<file path="src/rtl/serial_mod_detector.sv">
// rtl/serial_mod_detector.sv - framed serial bit stream remainder/divisibility tracker
module serial_mod_detector #(
    parameter  int DIVISOR = 5,
    parameter  int CNT_W   = 8,
    localparam int REM_W   = $clog2(DIVISOR)
) (
    input  logic             clk,
    input  logic             rst_n,
    input  logic             start,
    input  logic             lsb_first,
    input  logic             bit_valid,
    input  logic             bit_in,
    input  logic             last,
    output logic [REM_W-1:0] rem,
    output logic             div_now,
    output logic             done,
    output logic [REM_W-1:0] result_rem,
    output logic             result_div,
    output logic [CNT_W-1:0] bit_count,
    output logic             overflow
);

    typedef enum logic {IDLE, RUN} state_t;

    localparam logic [REM_W:0]   DIV_X  = (REM_W+1)'(DIVISOR);
    localparam logic [REM_W-1:0] W_ONE  = REM_W'(1);
    localparam logic [CNT_W-1:0] CNT_MAX = '1;

    state_t           state;
    logic [REM_W-1:0] w;
    logic             mode;

    logic             accept;
    logic             use_lsb;
    logic [REM_W-1:0] base_rem;
    logic [REM_W-1:0] base_w;
    logic [CNT_W-1:0] base_cnt;
    logic             base_ovf;
    logic [REM_W:0]   sum;
    logic [REM_W:0]   sum_red;
    logic [REM_W:0]   dbl;
    logic [REM_W:0]   dbl_red;
    logic [REM_W-1:0] next_rem;
    logic [REM_W-1:0] next_w;

    // A start cycle rebases the arithmetic so a bit arriving with start is bit 0 of the new frame.
    always_comb begin
        accept   = ((state == RUN) || start) && bit_valid;
        use_lsb  = start ? lsb_first : mode;
        base_rem = start ? '0 : rem;
        base_w   = start ? W_ONE : w;
        base_cnt = start ? '0 : bit_count;
        base_ovf = start ? 1'b0 : overflow;

        if (use_lsb) begin
            sum = {1'b0, base_rem} + (bit_in ? {1'b0, base_w} : '0);
        end else begin
            sum = {base_rem, bit_in};
        end
        sum_red  = (sum >= DIV_X) ? (sum - DIV_X) : sum;
        next_rem = sum_red[REM_W-1:0];

        dbl      = {base_w, 1'b0};
        dbl_red  = (dbl >= DIV_X) ? (dbl - DIV_X) : dbl;
        next_w   = dbl_red[REM_W-1:0];
    end

    always_ff @(posedge clk or negedge rst_n) begin
        if (!rst_n) begin
            state      <= IDLE;
            rem        <= '0;
            w          <= W_ONE;
            mode       <= 1'b0;
            div_now    <= 1'b0;
            done       <= 1'b0;
            result_rem <= '0;
            result_div <= 1'b0;
            bit_count  <= '0;
            overflow   <= 1'b0;
        end else begin
            done <= 1'b0;
            if (accept) begin
                rem     <= next_rem;
                w       <= use_lsb ? next_w : base_w;
                mode    <= use_lsb;
                div_now <= (next_rem == '0);
                if (base_cnt == CNT_MAX) begin
                    bit_count <= base_cnt;
                    overflow  <= 1'b1;
                end else begin
                    bit_count <= base_cnt + 1'b1;
                    overflow  <= base_ovf;
                end
                if (last) begin
                    done       <= 1'b1;
                    result_rem <= next_rem;
                    result_div <= (next_rem == '0);
                    state      <= IDLE;
                end else begin
                    state <= RUN;
                end
            end else if (start) begin
                rem       <= '0;
                w         <= W_ONE;
                mode      <= lsb_first;
                div_now   <= 1'b0;
                bit_count <= '0;
                overflow  <= 1'b0;
                state     <= RUN;
            end
        end
    end

endmodule

</file>
<file path="config.mk">
export PLATFORM = sky130hd
export DESIGN_NAME = serial_mod_detector
export DESIGN_NICKNAME = d
export VERILOG_FILES = /design/src/rtl/serial_mod_detector.sv
export SDC_FILE = /design/constraint.sdc
export NUM_CORES = 1
export LEC_CHECK = 0
export ABC_AREA = 1
export BUFFER_PORTS_ARGS = -buffer_cell sky130_fd_sc_hd__buf_2
export CORE_MARGIN = 5
export CORE_UTILIZATION = 50
export DETAILED_ROUTE_END_ITERATION = 10
export GPL_TIMING_DRIVEN = 0
export PLACE_DENSITY = 0.71
export SETUP_SLACK_MARGIN = 0.5
export SLEW_MARGIN = 20
export SYNTH_ARGS = -nofsm -noshare
export SYNTH_HDL_FRONTEND = slang
export SYNTH_SLANG_ARGS = --single-unit
</file>
<file path="constraint.sdc">
create_clock -name clk -period 2.7 [get_ports clk]
set_clock_uncertainty 0.1 [all_clocks]
set_input_delay 0.27 -clock clk [delete_from_list [all_inputs] [get_ports clk]]
set_output_delay 0.27 -clock clk [all_outputs]
set_load 0.02 [all_outputs]
</file>
Word level (Yosys, flattened, before mapping)
Index checks and enable logic that the tools add are counted.
- output and inout bits: 18
- input port bits: 7
- word-level logic and storage cells: 45
- bits in read-only memories: 0
- bits in latches: 0
- register bits after elaboration: 23
- memories: 0
- memory bits (writable): 0
- multipliers: 0
- eq/ne operators: 1
- bitwise gates (word level): 0
- add/subtract/negate cells: 4
- shift operators: 0
- div/mod/pow operators: 0
- reductions and logical operators: 5
- mux-type cells: 23
- order comparisons: 2
- operator list (operator ; count):
    $mux 3 ; 8
    $mux 8 ; 3
    $mux 1 ; 11
    $add 8x1->8 const B ; 1
    $eq 8x8->1 const B ; 1
    $ge 4x3->1 const B ; 2
    $sub 3x3->3 const B ; 2
    $add 3x3->4 ; 1
    $mux 4 ; 1
    $logic_not 3->1 ; 1
    $reduce_and 2->1 ; 1
    $reduce_bool 2->1 ; 1
    $logic_and 1x1->1 ; 1
    $logic_or 1x1->1 ; 1

Depth between registers and ports, before layout
Gate-level depths: netlist of the first run.
- word-level depth: 8
- mapped depth: 19

Least setup slack after synthesis of the first run
No wires, ideal clock.
- path kind: in2reg
- start point: input port start
- end point: register div_now
- buffers on the path: 2
- stages on the path: 19
- required time: 2.534 ns
- setup slack: 0.207 ns
- arrival: 2.328 ns
- path through: buf_4 inv_2 buf_6 a21oi_1 ha_1 fa_1 nand2_1 o21ai_0 inv_1 ha_1 inv_1 nand2_1 nand3_1 nand2_1 nand2_1 nand2_1 nor2_1 nand2_1 nand2_1
- cells in the longest elaborated chain, start to end: 8
- RTL lines (item ; RTL line ; RTL):
    from (decl) ; 9 ; input logic start,
    $mux 3 ; n/a ;
    $mux 3 ; 56 ; sum = {1'b0, base_rem} + (bit_in ? {1'b0, base_w} : '0);
    $add 3x3->4 ; 56 ;
    $mux 4 ; 55 ; if (use_lsb) begin
    $ge 4x3->1 / $sub 3x3->3 (equally long branches) ; 60 ; sum_red = (sum >= DIV_X) ? (sum - DIV_X) : sum;
    $mux 3 ; 60 ;
    $logic_not 3->1 ; 86 ; div_now <= (next_rem == '0);
    $mux 1 ; 82 ; if (accept) begin
    to (signal assigned) ; 86 ;
    to (decl) ; 15 ; output logic div_now,
Several ways; a longest one is shown, not always the timed one.
A chain may end at the register's enable or synchronous reset.

Worst setup path after layout of the first run
- start point: register w[0]
- end point: register div_now
- cells in the longest elaborated chain, start to end: 8
- RTL lines (item ; RTL line ; RTL):
    from (decl) ; 30 ; logic [REM_W-1:0] w;
    from (signal assigned) ; 84 ; w <= use_lsb ? next_w : base_w;
    $mux 3 (*) ; n/a ;
    $mux 3 (*) ; 56 ;
    $add 3x3->4 (*) ; 56 ;
    $mux 4 (*) ; 55 ;
    $ge 4x3->1 / $sub 3x3->3 (equally long branches) ; 60 ;
    $mux 3 (*) ; 60 ;
    $logic_not 3->1 (*) ; 86 ;
    $mux 1 (*) ; 82 ;
Mark *: on every way between the ends. The rest lies on a longest branch, timed or not.

==> results of run 1 <==
power groups by stage:
stage | combinational [uW] | sequential [uW] | clock (uW)
global route | 415 | 412 | 183
CTS | 335 | 406 | 165
floorplan | 135 | 455 | 0
detailed placement | 257 | 413 | 0
finish | 381 | 407 | 157
global placement | 250 | 412 | 0
critical path, delay by kind of cell (launching register included):
family	cells	cell delay [ps]
and+or+nand+nor	9	640
buffers and inverters	3	170
DFF	1	560
AOI/OAI and AO/OA	2	210
adders and majority gates	3	680
registers in the layout, indices dropped and copies added (netlist names):
signal,count
result_div,1
div_now,1
state,1
w,3
result_rem,3
bit_count,8
overflow,1
done,1
mode,1
rem,3
metrics by stage:
stage	worst slack (ps)	power [uW]
2_1_floorplan	338	590
3_3_place_gp	-34.6	662
3_5_place_dp	-81.1	670
4_1_cts	231	907
5_1_grt	118	1010
6_report	225	944
worst max-delay path by stage:
stage / start / end / slack, ps / cells after the start
finish: w[0] / div_now / 220 / 17
global route: w[0] / div_now / 120 / 17
CTS: w[0] / div_now / 230 / 17
detailed placement: start / div_now / -80 / 19
global placement: start / result_div / -30 / 19
floorplan: start / result_div / 340 / 19
synth_stat cells, drive strengths merged, types with 2 or more instances:
cell type	n	area share (%)
a21oi	4	1.8
a31oi	3	1.4
o21ai	10	4.4
ha	6	5.7
nor2	26	7.4
dfrtp	22	42
buf	2	1.4
nand3	13	4.9
inv	24	6.8
nor3	4	1.9
xor2	2	1.3
nand2	46	14
layout make-up:
type                       count  share of cell area, %
inverter                      25                   5.52
timing repair buffer          37                   13.1
clock buffer                   4                   1.47
buffer                         2                   1.75
tap                           30                   2.10
multi-input combinational    121                   43.8
sequential                    23                   32.2
placed cells by master, fill, tap and decap left out, types with 3 or more instances in the layout:
cell	synthesis	routed
ha_1	6	3
buf_6	1	5
nor2_4	0	4
nor3_1	3	3
nor2_1	26	21
a31oi_1	3	3
buf_4	1	8
ha_4	0	3
nand3_1	13	10
dfrtp_1	22	22
clkbuf_4	0	3
nand2_1	42	34
o21ai_2	2	3
nand2_2	4	7
nand2_4	0	5
inv_2	3	6
inv_1	21	17
buf_2	0	24
o21ai_0	7	5
timing repair:
action                                  in CTS  in global routing
endpoints found under the hold margin       22                  0
hold buffers                                 1                  0
resized for setup                           23                 14
setup buffers                               11                  1
endpoints found under the setup margin       8                  8
pin swaps                                   20                 13
kinds of logic after synthesis:
logic type,count (synthesis),share of synthesized area [%]
multiplexers,1,0.852
flip-flops,23,43.7
XOR/XNOR,3,1.99
AND/OR/NAND/NOR,91,29.0
AO/OA/AOI/OAI,19,8.81
adder cells (fa/ha/maj),7,7.20
buffers and inverters,27,8.52
metal layers:
metal,global-route usage [%],routed length (um),vias to the layer above
li1,-,-,626
met2,32.6,1670,13
met5,0,0,-
met3,2.73,61,6
met4,8.18,49,0
met1,22.6,1340,593
==> out/metrics.csv, run 1 <==
metric,value,unit
"CTS clk-pin slew, worst paths",120,ps
Die H,61.4,um
Vias/cell,5.12,
CTS tree,built,
Multi-input gate area,785,um2
# setup viols final,0,
Worst VDD drop,0.543,mV
syn_nets,185,
Mean Syn Cell Area,7.73,um2
layout net count,227,
Min-Delay Path Class,in -> reg,
unrepaired setup endpoints after global routing,true,
total number of vias,1238,
hpwl dp,2.21,mm
num ports,25,
Clk pwr share,16.6,%
FF/Latch Area,577,um2
Post-synth EDFFs,0,
hold path start,last,
Slew @ Worst Pin,507,ps
Reg2Reg Launch Point,w[0],
filler cell count,194,
gr ovfl total,0,
Die W,61.4,um
P_int,597,uW
Switching Fraction,36.8,%
Routability Congestion,0.812,
Routed Antenna Nets,0,
FF-to-FF path depth,17,
Final Cycle Share,91.7,%
WP data arrival,2590,ps
Cells after Synth,171,
"Design Area, Final",0.00179,mm2
MaxCap Viol Count,0,
startpoint types,flop,
Post-synth ARST share,100,%
combinational share of power,40.3,%
post-route minimum period,2480,ps
total clock sinks,23,
fin util,71.6,%
Hold Path End,state,
CP Capture Type,flop,
R2R Path End,div_now,
Total Routing Usage GR,18.6,%
Total Wirelength,3.12,mm
htree depth,1,
WL/cell,12.9,um
CTS root buf,clkbuf_4,
Netlist cell types,28,
largest net degree at the start of global routing,24,
# port buffers,24,
Pwr per Cell Area,527,mW/mm2
later-pin clock latency in the skew report,310,ps
CP max FO,3,
critical path's largest stage delay,560,ps
"Hold Vio Cnt, Final",0,
hold_ws,36.9,ps
first drt pass iteration count,4,
DP Area,0.00151,mm2
critical path required time,2820,ps
Seq pwr share,43.1,%
Yosys reg bits,23,
YS warnings,0,
Finished Layout Cells,242,
outcome,"complete, no violations",
number of global-route vias before repair,1223,
Initial Utilization,52.9,%
Crit Path Class,reg -> reg,
Core Area,0.00250,mm2
max frequency,404,MHz
# placed instances,225,
relative slew slack,66.2,%
share of layout cells above drive strength 1,36.8,%
Num CTS Buffers,3,
die area,0.00377,mm2
Min-Delay Path Depth,2,
flop2flop setup slack,220,ps
register area share after synthesis,43.7,%
"Cell Chain, Critical Path",inv_2 -> a21oi_4 -> ha_4 -> fa_1 -> nand2_1 -> o21ai_2 -> inv_2 -> ha_4 -> inv_2 -> nand2_2 -> nand3_4 -> nand2_4 -> nand2_4 -> nand2_4 -> nor2_4 -> nand2_1 -> nand2_1,
diode count,0,
# DRC,0,
First DRT Iteration DRCs,40,
predominant post-synthesis flop cell,dfrtp_1,
Pins Over Slew Limit,0,
initial antenna violation count,0,
setup TNS,0,ps
slowest cell on the critical path,dfstp_2,
first-pass GRT wire length,5.19,mm
P_leak,0.000927,uW
clk buf depth,2,
"Cell Area, Synth",0.00132,mm2
Area Overhead vs Synth,35.5,%
Site Rows,18,
Sw Pwr,347,uW
(Power assumes the default switching activity.)
==> run 2, diff against run 1 <==
--- a/config.mk
+++ b/config.mk
@@ -7,11 +7,10 @@
 export LEC_CHECK = 0
 export ABC_AREA = 1
 export BUFFER_PORTS_ARGS = -buffer_cell sky130_fd_sc_hd__buf_2
-export CORE_MARGIN = 5
 export CORE_UTILIZATION = 50
 export DETAILED_ROUTE_END_ITERATION = 10
 export GPL_TIMING_DRIVEN = 0
-export PLACE_DENSITY = 0.71
+export PLACE_DENSITY = 0.7
 export SETUP_SLACK_MARGIN = 0.5
 export SLEW_MARGIN = 20
 export SYNTH_ARGS = -nofsm -noshare
==> out/metrics.csv, run 2 (synthesized netlist as in run 1, its figures left out) <==
metric,value,unit
Routability Congestion,0.746,
layout net count,230,
FF-to-FF path depth,17,
MaxCap Viol Count,0,
number of flip-flops in the largest register,8,
diode count,0,
later-pin clock latency in the skew report,300,ps
clk buf depth,2,
"commonest non-fill, non-tap cell in the layout",nand2_1,
outcome,"complete, no violations",
Total Wirelength,3.44,mm
hold path start,last,
Min-Delay Path Class,in -> reg,
htree depth,1,
Vias/cell,5.32,
CTS root buf,clkbuf_4,
hold_ws,42.2,ps
Die H,53.4,um
setup TNS,0,ps
die area,0.00285,mm2
max frequency,394,MHz
total number of vias,1303,
critical path required time,2810,ps
critical path's largest stage delay,560,ps
"Hold Vio Cnt, Final",0,
share of layout cells above drive strength 1,37.7,%
Initial Utilization,53.3,%
Largest Register,bit_count,
Area Overhead vs Synth,38.2,%
Min-Delay Path Depth,2,
Total Routing Usage GR,22.8,%
CTS tree,built,
WP data arrival,2650,ps
number of global-route vias before repair,1102,
Site Rows,18,
R2R Path End,div_now,
Routed Antenna Nets,0,
# port buffers,24,
total clock sinks,23,
gr ovfl total,0,
"Cell Chain, Critical Path",inv_2 -> a21oi_4 -> ha_4 -> fa_1 -> nand2_2 -> o21ai_4 -> inv_2 -> ha_4 -> inv_2 -> nand2_2 -> nand3_4 -> nand2_4 -> nand2_4 -> nand2_4 -> nor2_4 -> nand2_1 -> nand2_1,
CP Capture Type,flop,
startpoint types,flop,
Worst VDD drop,0.556,mV
Reg2Reg Launch Point,w[0],
unrepaired setup endpoints after global routing,true,
first-pass GRT wire length,4.60,mm
Slew @ Worst Pin,505,ps
WL/cell,14.0,um
num ports,25,
First DRT Iteration DRCs,23,
Pwr per Cell Area,524,mW/mm2
Core Area,0.00248,mm2
# DRC,0,
relative slew slack,66.3,%
"leading cell types in the layout, fill and taps excluded","nand2_1, buf_2, dfrtp_1",
CP max FO,3,
"CTS clk-pin slew, worst paths",120,ps
post-route minimum period,2540,ps
Die W,53.4,um
initial antenna violation count,0,
Crit Path Class,reg -> reg,
flop2flop setup slack,160,ps
slowest cell on the critical path,dfstp_2,
P_leak,0.000938,uW
Hold Path End,state,
largest net degree at the start of global routing,24,
first drt pass iteration count,4,
# setup viols final,0,
filler cell count,185,
Pins Over Slew Limit,0,
Final Cycle Share,94.0,%
Num CTS Buffers,3,
hpwl dp,2.15,mm
==> run 2: cell count changes in the layout (fill, tap and decap cells not counted) <==
| cell | delta |
|---|---|
| buf_6 | +4 |
| nand2_2 | +2 |
| nand2_4 | -2 |
| buf_4 | -1 |
| o21ai_2 | -1 |
| o21ai_4 | +1 |
==> run 2: worst max-delay path, delay by kind of cell (launching register included) <==
kind	cells	cell delay [ps]
AND/OR/NAND/NOR	9	670
AO/OA/AOI/OAI	2	230
flip-flops	1	560
buffers and inverters	3	180
adder cells (fa/ha/maj)	3	710
==> run 2: cell type report <==
cell class	count	area, um2	area share, %
inverter	25	98.8	5.41
tap	30	37.5	2.06
multi-input combinational	121	782	42.8
timing repair buffer	40	273	14.9
buffer	2	31.3	1.71
clock buffer	4	26.3	1.44
sequential	23	577	31.6
==> run 2: how the worst max path moves through the flow <==
stage          start         end  depth (start not counted)
2_1_floorplan  start  result_div                         19
3_3_place_gp   start  result_div                         19
3_5_place_dp   start     div_now                         19
4_1_cts         w[0]     div_now                         16
5_1_grt         w[0]     div_now                         17
6_report        w[0]     div_now                         17
==> run 2: metal layers <==
metal  routed length, um  track usage [%]
met5                   0                0
met4                  49             7.89
met3                  86             1.72
met2                1870             41.9
met1                1430             27.4
==> run 2: stage by stage <==
stage	util, %	setup slack (ps)	total power, uW	instances	cell area, um2
final	73.7	161	957	245	1830
after global routing	73.7	92.0	1010	245	1830
after CTS	68.4	215	887	242	1690
after detailed placement	61.1	-120	669	225	1510
after global placement	61.1	-55.3	660	225	1510
after floorplan	-	338	590	171	1360
==> run 2: report_power, final <==
group	internal, uW	total (uW)	switching, uW
Clock	57.6	155	97.4
Sequential	385	407	21.6
Combinational	161	394	233
==> run 2: repair_timing <==
item	4_1_cts	5_1_grt
setup buffers	12	3
hold buffers	1	0
pin swaps	12	15
resized for setup	16	24
hold endpoints to repair	22	0
setup endpoints to repair	8	8
==> run 3, diff against run 2 <==
--- a/config.mk
+++ b/config.mk
@@ -6,11 +6,12 @@
 export NUM_CORES = 1
 export LEC_CHECK = 0
 export ABC_AREA = 1
-export BUFFER_PORTS_ARGS = -buffer_cell sky130_fd_sc_hd__buf_2
 export CORE_UTILIZATION = 50
+export CTS_BUF_LIST = sky130_fd_sc_hd__clkbuf_16
 export DETAILED_ROUTE_END_ITERATION = 10
+export DONT_BUFFER_PORTS = 1
 export GPL_TIMING_DRIVEN = 0
-export PLACE_DENSITY = 0.7
+export PLACE_DENSITY = 0.62
 export SETUP_SLACK_MARGIN = 0.5
 export SLEW_MARGIN = 20
 export SYNTH_ARGS = -nofsm -noshare
==> out/metrics.csv, run 3 (synthesized netlist as in run 1, its figures left out) <==
metric,value,unit
outcome,"complete, no violations",
R2R Path End,div_now,
Die W,53.4,um
flop2flop setup slack,180,ps
Total Wirelength,3.03,mm
initial antenna violation count,0,
"Cell Chain, Critical Path",inv_2 -> a21oi_4 -> ha_4 -> fa_1 -> nand2_1 -> o21ai_2 -> inv_2 -> ha_4 -> inv_2 -> nand2_2 -> nand3_2 -> nand2_2 -> nand2_2 -> nand2_4 -> nor2_4 -> nand2_1 -> nand2_1,
relative slew slack,65.8,%
P_leak,0.000821,uW
setup TNS,0,ps
"CTS clk-pin slew, worst paths",60,ps
Area Overhead vs Synth,28.4,%
Worst VDD drop,0.563,mV
first-pass GRT wire length,4.82,mm
first drt pass iteration count,4,
Vias/cell,5.43,
Pwr per Cell Area,617,mW/mm2
critical path depth,17,
Total Routing Usage GR,23.6,%
clk buf depth,2,
CP max FO,3,
cell family with most CP delay,simple AND/OR/NAND/NOR gates,
critical path's largest stage delay,540,ps
CP Capture Type,flop,
Final Cycle Share,93.3,%
Num CTS Buffers,3,
hold path start,lsb_first,
startpoint types,flop,
Min-Delay Path Depth,2,
Routed Antenna Nets,0,
share of layout cells above drive strength 1,28.6,%
MaxCap Viol Count,0,
gr ovfl total,0,
htree depth,1,
FF-to-FF path depth,17,
WL/cell,13.8,um
number of global-route vias before repair,1113,
slowest cell on the critical path,dfstp_2,
Finished Layout Cells,219,
post-route minimum period,2520,ps
Site Rows,18,
CTS tree,built,
Largest Register,bit_count,
Initial Utilization,53.3,%
Hold Path End,mode,
total number of vias,1189,
die area,0.00285,mm2
# port buffers,0,
Min-Delay Path Class,in -> reg,
WP data arrival,2570,ps
max frequency,397,MHz
Pins Over Slew Limit,0,
Crit Path Class,reg -> reg,
number of flip-flops in the largest register,8,
diode count,0,
hpwl dp,2.06,mm
largest net degree at the start of global routing,24,
later-pin clock latency in the skew report,260,ps
layout net count,204,
total clock sinks,23,
CTS root buf,clkbuf_16,
total power,1050,uW
num ports,25,
Slew @ Worst Pin,513,ps
Routability Congestion,0.766,
# DRC,0,
# placed instances,201,
"leading cell types in the layout, fill and taps excluded","nand2_1, nor2_1, dfrtp_1",
Worst Path Buf+Inv,3,
First DRT Iteration DRCs,11,
Die H,53.4,um
Core Area,0.00248,mm2
critical path required time,2750,ps
Reg2Reg Launch Point,w[0],
"Hold Vio Cnt, Final",0,
# setup viols final,0,
"commonest non-fill, non-tap cell in the layout",nand2_1,
filler cell count,208,
unrepaired setup endpoints after global routing,true,
-- run 3: changes by cell type in the layout (fill, tap and decap cells not counted), moves of 2 or more --
cell           delta
buf_4             +2
nand2_4           -2
buf_6             -7
clkbuf_16         +3
nand2_2           +2
buf_2            -23
clkbuf_4          -3
dlygate4sd3_1     +2
-- run 3: stage by stage --
stage                     utilization (%)  hold slack, ps  setup WS (ps)  area [um2]
after global placement               56.2            -125            113        1390
final                                68.5             149            181        1700
after CTS                            63.2             119            242        1570
after global routing                 68.5             170           58.4        1700
after floorplan                         -            -126            338        1360
after detailed placement             56.2            -125           51.3        1390
-- run 3: layout make-up --
cell class | instances | area (um2) | share of cell area, %
clock inverters | 1 | 5.00 | 0.295
repair buffers | 14 | 114 | 6.71
well taps | 30 | 37.5 | 2.21
clock buffers | 3 | 75.1 | 4.42
plain buffers | 2 | 31.3 | 1.84
multi-input cells | 121 | 757 | 44.6
inverters | 25 | 98.8 | 5.83
flip-flops and latches | 23 | 578 | 34.1
-- run 3: worst max path at each step --
stage          startpoint         end  slack (ps)
2_1_floorplan       start  result_div         340
3_3_place_gp        start     div_now         110
3_5_place_dp        start  result_div          50
5_1_grt              w[0]     div_now          60
6_report             w[0]     div_now         180
4_1_cts              w[0]     div_now         240
-- run 3: where the power goes --
group	leakage [uW]	switching, uW	total [uW]	internal [uW]
Clock	0.0000409	126	325	199
Combinational	0.000486	156	266	110
Sequential	0.000294	68.7	455	387
-- run 3: worst reg2reg max path: stages (launching register included) --
cell	delay (ps)
dfstp_2	540
inv_2	50
a21oi_4	160
ha_4	160
fa_1	390
nand2_1	100
o21ai_2	80
inv_2	100
ha_4	130
inv_2	30
nand2_2	60
nand3_2	110
nand2_2	110
nand2_2	70
nand2_4	90
nor2_4	40
nand2_1	60
nand2_1	50
-- run 3: layer usage --
layer | wire length (um) | part of all wire [%] | up-vias | global-route usage [%]
met5 | 0 | 0 | - | 0
met4 | 53 | 1.7 | 0 | 9.21
met3 | 100 | 3.3 | 10 | 3.16
met2 | 1600 | 53 | 32 | 43.3
met1 | 1280 | 42 | 561 | 27.1
li1 | - | - | 586 | -
-- run 3: what timing repair did --
item | 4_1_cts | 5_1_grt
setup buffers | 5 | 5
endpoints found under the hold margin | 24 | 22
gates resized for setup | 10 | 20
setup endpoints to repair | 8 | 8
hold buffers | 3 | 1
pin swaps | 9 | 14
